**config.mk**
```make
export PLATFORM = sky130hd
export DESIGN_NAME = cla_wide_add_seq_flat
export DESIGN_NICKNAME = d
export VERILOG_FILES = /design/src/rtl/cla_wide_add_seq_if.sv /design/src/rtl/cla_wide_add_seq.sv /design/src/flat_wrapper.sv
export SDC_FILE = /design/constraint.sdc
export NUM_CORES = 1
export LEC_CHECK = 0
export BUFFER_PORTS_ARGS = -buffer_cell sky130_fd_sc_hd__buf_2
export CAP_MARGIN = 20
export CORE_ASPECT_RATIO = 1.1
export CORE_UTILIZATION = 54
export DETAILED_ROUTE_END_ITERATION = 8
export HOLD_SLACK_MARGIN = 0.05
export PLACE_DENSITY = 0.8
export REMOVE_ABC_BUFFERS = 1
export SLEW_MARGIN = 10
export SYNTH_ARGS = -nofsm -noshare
export SYNTH_HDL_FRONTEND = slang
export SYNTH_SLANG_ARGS = --single-unit
```
**constraint.sdc**
```tcl
create_clock -name clk -period 5.2 [get_ports clk]
set_input_delay 0.78 -clock clk [delete_from_list [all_inputs] [get_ports clk]]
set_output_delay 0.78 -clock clk [all_outputs]
set_load 0.02 [all_outputs]
```
**src/rtl/cla_wide_add_seq_if.sv**
```systemverilog
// Operand/result bus of the wide add/subtract sequencer.
// Valid/ready: a transfer happens on a rising edge where valid and ready are both high.
interface cla_wide_add_seq_if #(
  parameter int WORDS = 4
) ();
  localparam int W = 16 * WORDS;

  logic         start_valid;
  logic         start_ready;
  logic         op_sub;
  logic [W-1:0] a;
  logic [W-1:0] b;
  logic         cin;
  logic         result_valid;
  logic         result_ready;
  logic [W-1:0] sum;
  logic         cout;
  logic         ovf;
  logic         busy;

  modport master (
    output start_valid, op_sub, a, b, cin, result_ready,
    input  start_ready, result_valid, sum, cout, ovf, busy
  );

  modport slave (
    input  start_valid, op_sub, a, b, cin, result_ready,
    output start_ready, result_valid, sum, cout, ovf, busy
  );
endinterface

```
**src/rtl/cla_wide_add_seq.sv**
```systemverilog
// WORDS*16-bit add/subtract built by stepping one 16-bit carry-lookahead adder
// across the operands, least significant slice first.
module carry_look_ahead_16bit (
  input  logic [15:0] a,
  input  logic [15:0] b,
  input  logic        cin,
  output logic [15:0] sum,
  output logic        cout
);
  // Returns carries c0..c4 of a 4-wide lookahead block.
  function automatic logic [4:0] cla4(input logic [3:0] g, input logic [3:0] p, input logic ci);
    logic [4:0] c;
    c[0] = ci;
    c[1] = g[0] | (p[0] & ci);
    c[2] = g[1] | (p[1] & g[0]) | (p[1] & p[0] & ci);
    c[3] = g[2] | (p[2] & g[1]) | (p[2] & p[1] & g[0]) | (p[2] & p[1] & p[0] & ci);
    c[4] = g[3] | (p[3] & g[2]) | (p[3] & p[2] & g[1]) | (p[3] & p[2] & p[1] & g[0])
         | (p[3] & p[2] & p[1] & p[0] & ci);
    return c;
  endfunction

  logic [15:0] p, g;
  logic [3:0]  gp, gg;
  logic [4:0]  gc;

  assign p = a ^ b;
  assign g = a & b;

  always_comb begin
    logic [4:0] t;
    t = '0;
    for (int k = 0; k < 4; k++) begin
      t     = cla4(g[4*k +: 4], p[4*k +: 4], 1'b0);
      gg[k] = t[4];
      gp[k] = &p[4*k +: 4];
    end
  end

  assign gc = cla4(gg, gp, cin);

  always_comb begin
    logic [4:0] t;
    t   = '0;
    sum = '0;
    for (int k = 0; k < 4; k++) begin
      t = cla4(g[4*k +: 4], p[4*k +: 4], gc[k]);
      sum[4*k +: 4] = p[4*k +: 4] ^ t[3:0];
    end
  end

  assign cout = gc[4];
endmodule

module cla_wide_add_seq #(
  parameter int WORDS = 4
) (
  input  logic                 clk,
  input  logic                 rst,
  cla_wide_add_seq_if.slave    bus,
  output logic [1:0]           dbg_state
);
  localparam int W    = 16 * WORDS;
  localparam int IDXW = (WORDS > 1) ? $clog2(WORDS) : 1;

  typedef enum logic [1:0] {
    IDLE = 2'd0,
    RUN  = 2'd1,
    DONE = 2'd2
  } state_t;

  state_t          state, state_nx;
  logic [IDXW-1:0] idx;
  logic            carry;
  logic [W-1:0]    a_r, b_r, sum_r;
  logic            cout_r, ovf_r;
  logic [15:0]     add_a, add_b, add_sum;
  logic            add_cout;
  logic            last;

  assign add_a = a_r[16*idx +: 16];
  assign add_b = b_r[16*idx +: 16];
  assign last  = (idx == IDXW'(WORDS - 1));

  carry_look_ahead_16bit u_cla (
    .a    (add_a),
    .b    (add_b),
    .cin  (carry),
    .sum  (add_sum),
    .cout (add_cout)
  );

  always_ff @(posedge clk) begin
    if (rst) state <= IDLE;
    else     state <= state_nx;
  end

  always_comb begin
    state_nx = state;
    case (state)
      IDLE:    if (bus.start_valid)  state_nx = RUN;
      RUN:     if (last)             state_nx = DONE;
      DONE:    if (bus.result_ready) state_nx = IDLE;
      default: state_nx = IDLE;
    endcase
  end

  // Subtraction is a + ~b + 1, so b is inverted at capture and the +1 rides in on carry.
  always_ff @(posedge clk) begin
    if (rst) begin
      idx    <= '0;
      carry  <= 1'b0;
      a_r    <= '0;
      b_r    <= '0;
      sum_r  <= '0;
      cout_r <= 1'b0;
      ovf_r  <= 1'b0;
    end else begin
      case (state)
        IDLE: begin
          if (bus.start_valid) begin
            a_r   <= bus.a;
            b_r   <= bus.op_sub ? ~bus.b : bus.b;
            carry <= bus.op_sub ? 1'b1 : bus.cin;
            sum_r <= '0;
            idx   <= '0;
          end
        end
        RUN: begin
          sum_r[16*idx +: 16] <= add_sum;
          carry               <= add_cout;
          if (last) begin
            cout_r <= add_cout;
            ovf_r  <= (a_r[W-1] == b_r[W-1]) & (add_sum[15] != a_r[W-1]);
            idx    <= '0;
          end else begin
            idx <= idx + IDXW'(1);
          end
        end
        default: ;
      endcase
    end
  end

  assign bus.start_ready  = (state == IDLE);
  assign bus.result_valid = (state == DONE);
  assign bus.busy         = (state != IDLE);
  assign bus.sum          = sum_r;
  assign bus.cout         = cout_r;
  assign bus.ovf          = ovf_r;
  assign dbg_state        = state;
endmodule

```
**src/flat_wrapper.sv**
```systemverilog
// flat-port wrapper written by rule: the top's interface ports become plain ports
module cla_wide_add_seq_flat 
#(
  parameter int WORDS = 4
)
  (clk, rst, dbg_state, bus_start_valid, bus_op_sub, bus_a, bus_b, bus_cin, bus_result_ready, bus_start_ready, bus_result_valid, bus_sum, bus_cout, bus_ovf, bus_busy);
  cla_wide_add_seq_if #(.WORDS(WORDS)) bus_i ();
  input  logic clk;
  input  logic rst;
  output logic [1:0] dbg_state;
  input wire logic [$bits(bus_i.start_valid)-1:0] bus_start_valid;
  input wire logic [$bits(bus_i.op_sub)-1:0] bus_op_sub;
  input wire logic [$bits(bus_i.a)-1:0] bus_a;
  input wire logic [$bits(bus_i.b)-1:0] bus_b;
  input wire logic [$bits(bus_i.cin)-1:0] bus_cin;
  input wire logic [$bits(bus_i.result_ready)-1:0] bus_result_ready;
  output wire logic [$bits(bus_i.start_ready)-1:0] bus_start_ready;
  output wire logic [$bits(bus_i.result_valid)-1:0] bus_result_valid;
  output wire logic [$bits(bus_i.sum)-1:0] bus_sum;
  output wire logic [$bits(bus_i.cout)-1:0] bus_cout;
  output wire logic [$bits(bus_i.ovf)-1:0] bus_ovf;
  output wire logic [$bits(bus_i.busy)-1:0] bus_busy;
  assign bus_i.start_valid = bus_start_valid;
  assign bus_i.op_sub = bus_op_sub;
  assign bus_i.a = bus_a;
  assign bus_i.b = bus_b;
  assign bus_i.cin = bus_cin;
  assign bus_i.result_ready = bus_result_ready;
  assign bus_start_ready = bus_i.start_ready;
  assign bus_result_valid = bus_i.result_valid;
  assign bus_sum = bus_i.sum;
  assign bus_cout = bus_i.cout;
  assign bus_ovf = bus_i.ovf;
  assign bus_busy = bus_i.busy;
  cla_wide_add_seq #(.WORDS(WORDS)) u_core (.clk(clk), .rst(rst), .bus(bus_i), .dbg_state(dbg_state));
endmodule
```
==> impl_metrics.env <==
export IMPL_status="finished, final reports clean"
export IMPL_grt_pass1_vias=6802
export IMPL_place_gp_congestion=0.906
export IMPL_yosys_warnings=0
export IMPL_hold_viol_final=0
export IMPL_crit_required_ns=5.55
export IMPL_final_common_cell="buf_2"
export IMPL_ys_seq_area_share_pct=44.7
export IMPL_worst_pin_slew_ns=1.07
export IMPL_finalCritPeriodShare_pct=82.9
export IMPL_end_kind="register"
export IMPL_synth_edf_count=0
export IMPL_start_util_pct=56.0
export IMPL_antenna_found_initial=0
export IMPL_grt_max_degree=142
export IMPL_start_kind="register"
export IMPL_layout_common_cells="buf_2, dfxtp_1, nand2_1, nor2_1, a21oi_1"
export IMPL_fmax_mhz=232
export IMPL_multi_input_area_sq_mm=0.00460
export IMPL_vias=7488
export IMPL_stdcell_area_sq_mm=0.0106
export IMPL_die_x_um=124
export IMPL_placed_area_sq_mm=0.00997
export IMPL_ctsResizeCount=0
export IMPL_die_area_sq_mm=0.0170
export IMPL_synth_ff_type="dfxtp_1"
export IMPL_place_inst=1304
export IMPL_core_area_sq_mm=0.0159
export IMPL_relSlewSlack_pct=28.0
export IMPL_drive_gt1_share_pct=25.6
export IMPL_seqCellArea_sq_mm=0.00399
export IMPL_cts_root_buf="clkbuf_16"
export IMPL_drc=0
export IMPL_layout_cells_non_filler=1337
export IMPL_fin_worst_skew_ns=0.00723
export IMPL_leakage_nw=4.31
export IMPL_cts_setup_buffers=0
export IMPL_nFillCells=1292
export IMPL_async_reset_ff_share_pct=0
export IMPL_cap_viol_max_count=0
export IMPL_nets=1282
export IMPL_synth_seq_cells=199
export IMPL_wirelength_um=21700
export IMPL_postCtsHoldBufs=0
export IMPL_first_pass_iters=5
export IMPL_peakVddDrop_uv=246
export IMPL_syn_area_sq_mm=0.00891
export IMPL_cp_arrival_ns=4.66
export IMPL_ant_nets=0
export IMPL_clock_sinks=199
export IMPL_routedWlPerCell_um=16.2
export IMPL_syn_instance_count=967
export IMPL_setup_tns_ns=0
export IMPL_gr_usage_all_layers_pct=25.9
export IMPL_globalRouteOverflowTotal=0
export IMPL_min_path_type="register to register"
export IMPL_finalCriticalPeriod_ns=4.31
export IMPL_diodes=0
export IMPL_die_h_um=137
export IMPL_numCtsBuffers=17
export IMPL_total_power_mw=3.50
export IMPL_insertion_delay_ns=0.43
export IMPL_synth_avg_cell_area_sq_um=9.21
export IMPL_rows=48
export IMPL_synthDistinctLibCells=43
export IMPL_path_max_fanout=26
export IMPL_area_growth_pct=18.6
export IMPL_rsz0062_at_grt="no"
export IMPL_drt_iter0_drc=527
export IMPL_clock_path_buffers=2
export IMPL_h_tree_depth=4
export IMPL_via_per_inst=5.60
export IMPL_finalSetupViolCount=0
export IMPL_io_buffer_count=204
export IMPL_io_pins=205
export IMPL_grt_pass1_wl_um=34700
export IMPL_cellPowerDensity_mw_per_mm2=331
export IMPL_clk_pin_slew_worst_paths_ns=0.07
export IMPL_maxSlewViolCount=0
export IMPL_dpl_hpwl_um=14900
export IMPL_cts_tree="built"
export IMPL_worstSetupPathType="register to register"
-- metrics by stage --
stage	hold WS, ns	worst slack (ns)	util, %
5_1_grt	0.475	0.545	66.4
6_report	0.453	0.888	66.4
3_5_place_dp	0.446	0.908	62.6
4_1_cts	0.456	0.861	66.3
2_1_floorplan	0.427	-0.564	-
3_3_place_gp	0.439	1.06	62.6
-- cell type report --
class | count | area share, %
inverters | 8 | 0.284
clock buffers | 22 | 4.59
well taps | 200 | 2.37
repair buffers | 215 | 10.6
multi-input cells | 683 | 43.6
clock inverters | 10 | 0.889
flip-flops and latches | 199 | 37.7
-- power breakdown --
| group | leakage, nW | internal [mW] | switching [mW] |
|---|---|---|---|
| Combinational | 2.39 | 0.232 | 0.322 |
| Clock | 0.291 | 0.714 | 0.566 |
| Sequential | 1.63 | 1.61 | 0.0545 |
-- logic make-up after synthesis --
family          synth area share, %
xor+xnor                       7.18
compound gates                 17.3
buf+inv                        3.85
simple gates                   15.0
flops                          44.7
mux                            8.20
fa+ha+maj                      3.71
-- synthesized netlist by cell type, drive strengths merged (5+ instances only) --
cell type	number	area, sq um
nand3b	8	60.1
nand3	6	30.0
nor2	136	510
mux4	32	721
clkbuf	48	180
nand2b	6	37.5
a21o	5	37.5
a22oi	52	390
xnor2	67	587
xor2	6	52.6
nor3	8	40.0
ha	20	250
o21ai	6	30.0
a21oi	81	405
nand2	142	533
inv	8	30.0
a211oi	68	521
buf	29	133
o31ai	5	37.5
dfxtp	199	3980
-- per-layer routing --
layer / track usage, % / vias to the layer above / wire, um
met2: 43.6 / 265 / 10600
met3: 4.34 / 24 / 1260
met1: 33.9 / 3495 / 9490
li1: - / 3704 / -
met5: 0 / - / 0
met4: 8.84 / 0 / 360
-- worst max-delay path: stages, from the launching register on --
cell	delay [ns]
dfxtp_2	0.85
mux4_2	0.61
ha_1	0.35
a21o_1	0.20
a21oi_1	0.27
a2111o_1	0.27
nand3_1	0.15
a21o_1	0.30
a21o_1	0.22
fa_1	0.38
xor2_1	0.34
a22oi_1	0.15
nor2_1	0.13
-- state kept, by name, summed over array words and instances, names as in the netlist --
signal	count
u_core.a_r	64
u_core.bus.cout	1
u_core.bus.sum	64
u_core.idx	2
u_core.dbg_state	2
u_core.carry	1
u_core.b_r	64
u_core.bus.ovf	1
-- worst paths after layout --
kind / start / to / slack, ns / cells after the start
min: u_core.a_r[44] / u_core.a_r[44] / 0.45 / 2
max reg2reg: u_core.idx[0] / u_core.bus.sum[13] / 0.89 / 12
max: u_core.idx[0] / u_core.bus.sum[13] / 0.89 / 12
min reg2reg: u_core.a_r[44] / u_core.a_r[44] / 0.45 / 2
No activity file was read; power rests on OpenSTA's default activity.
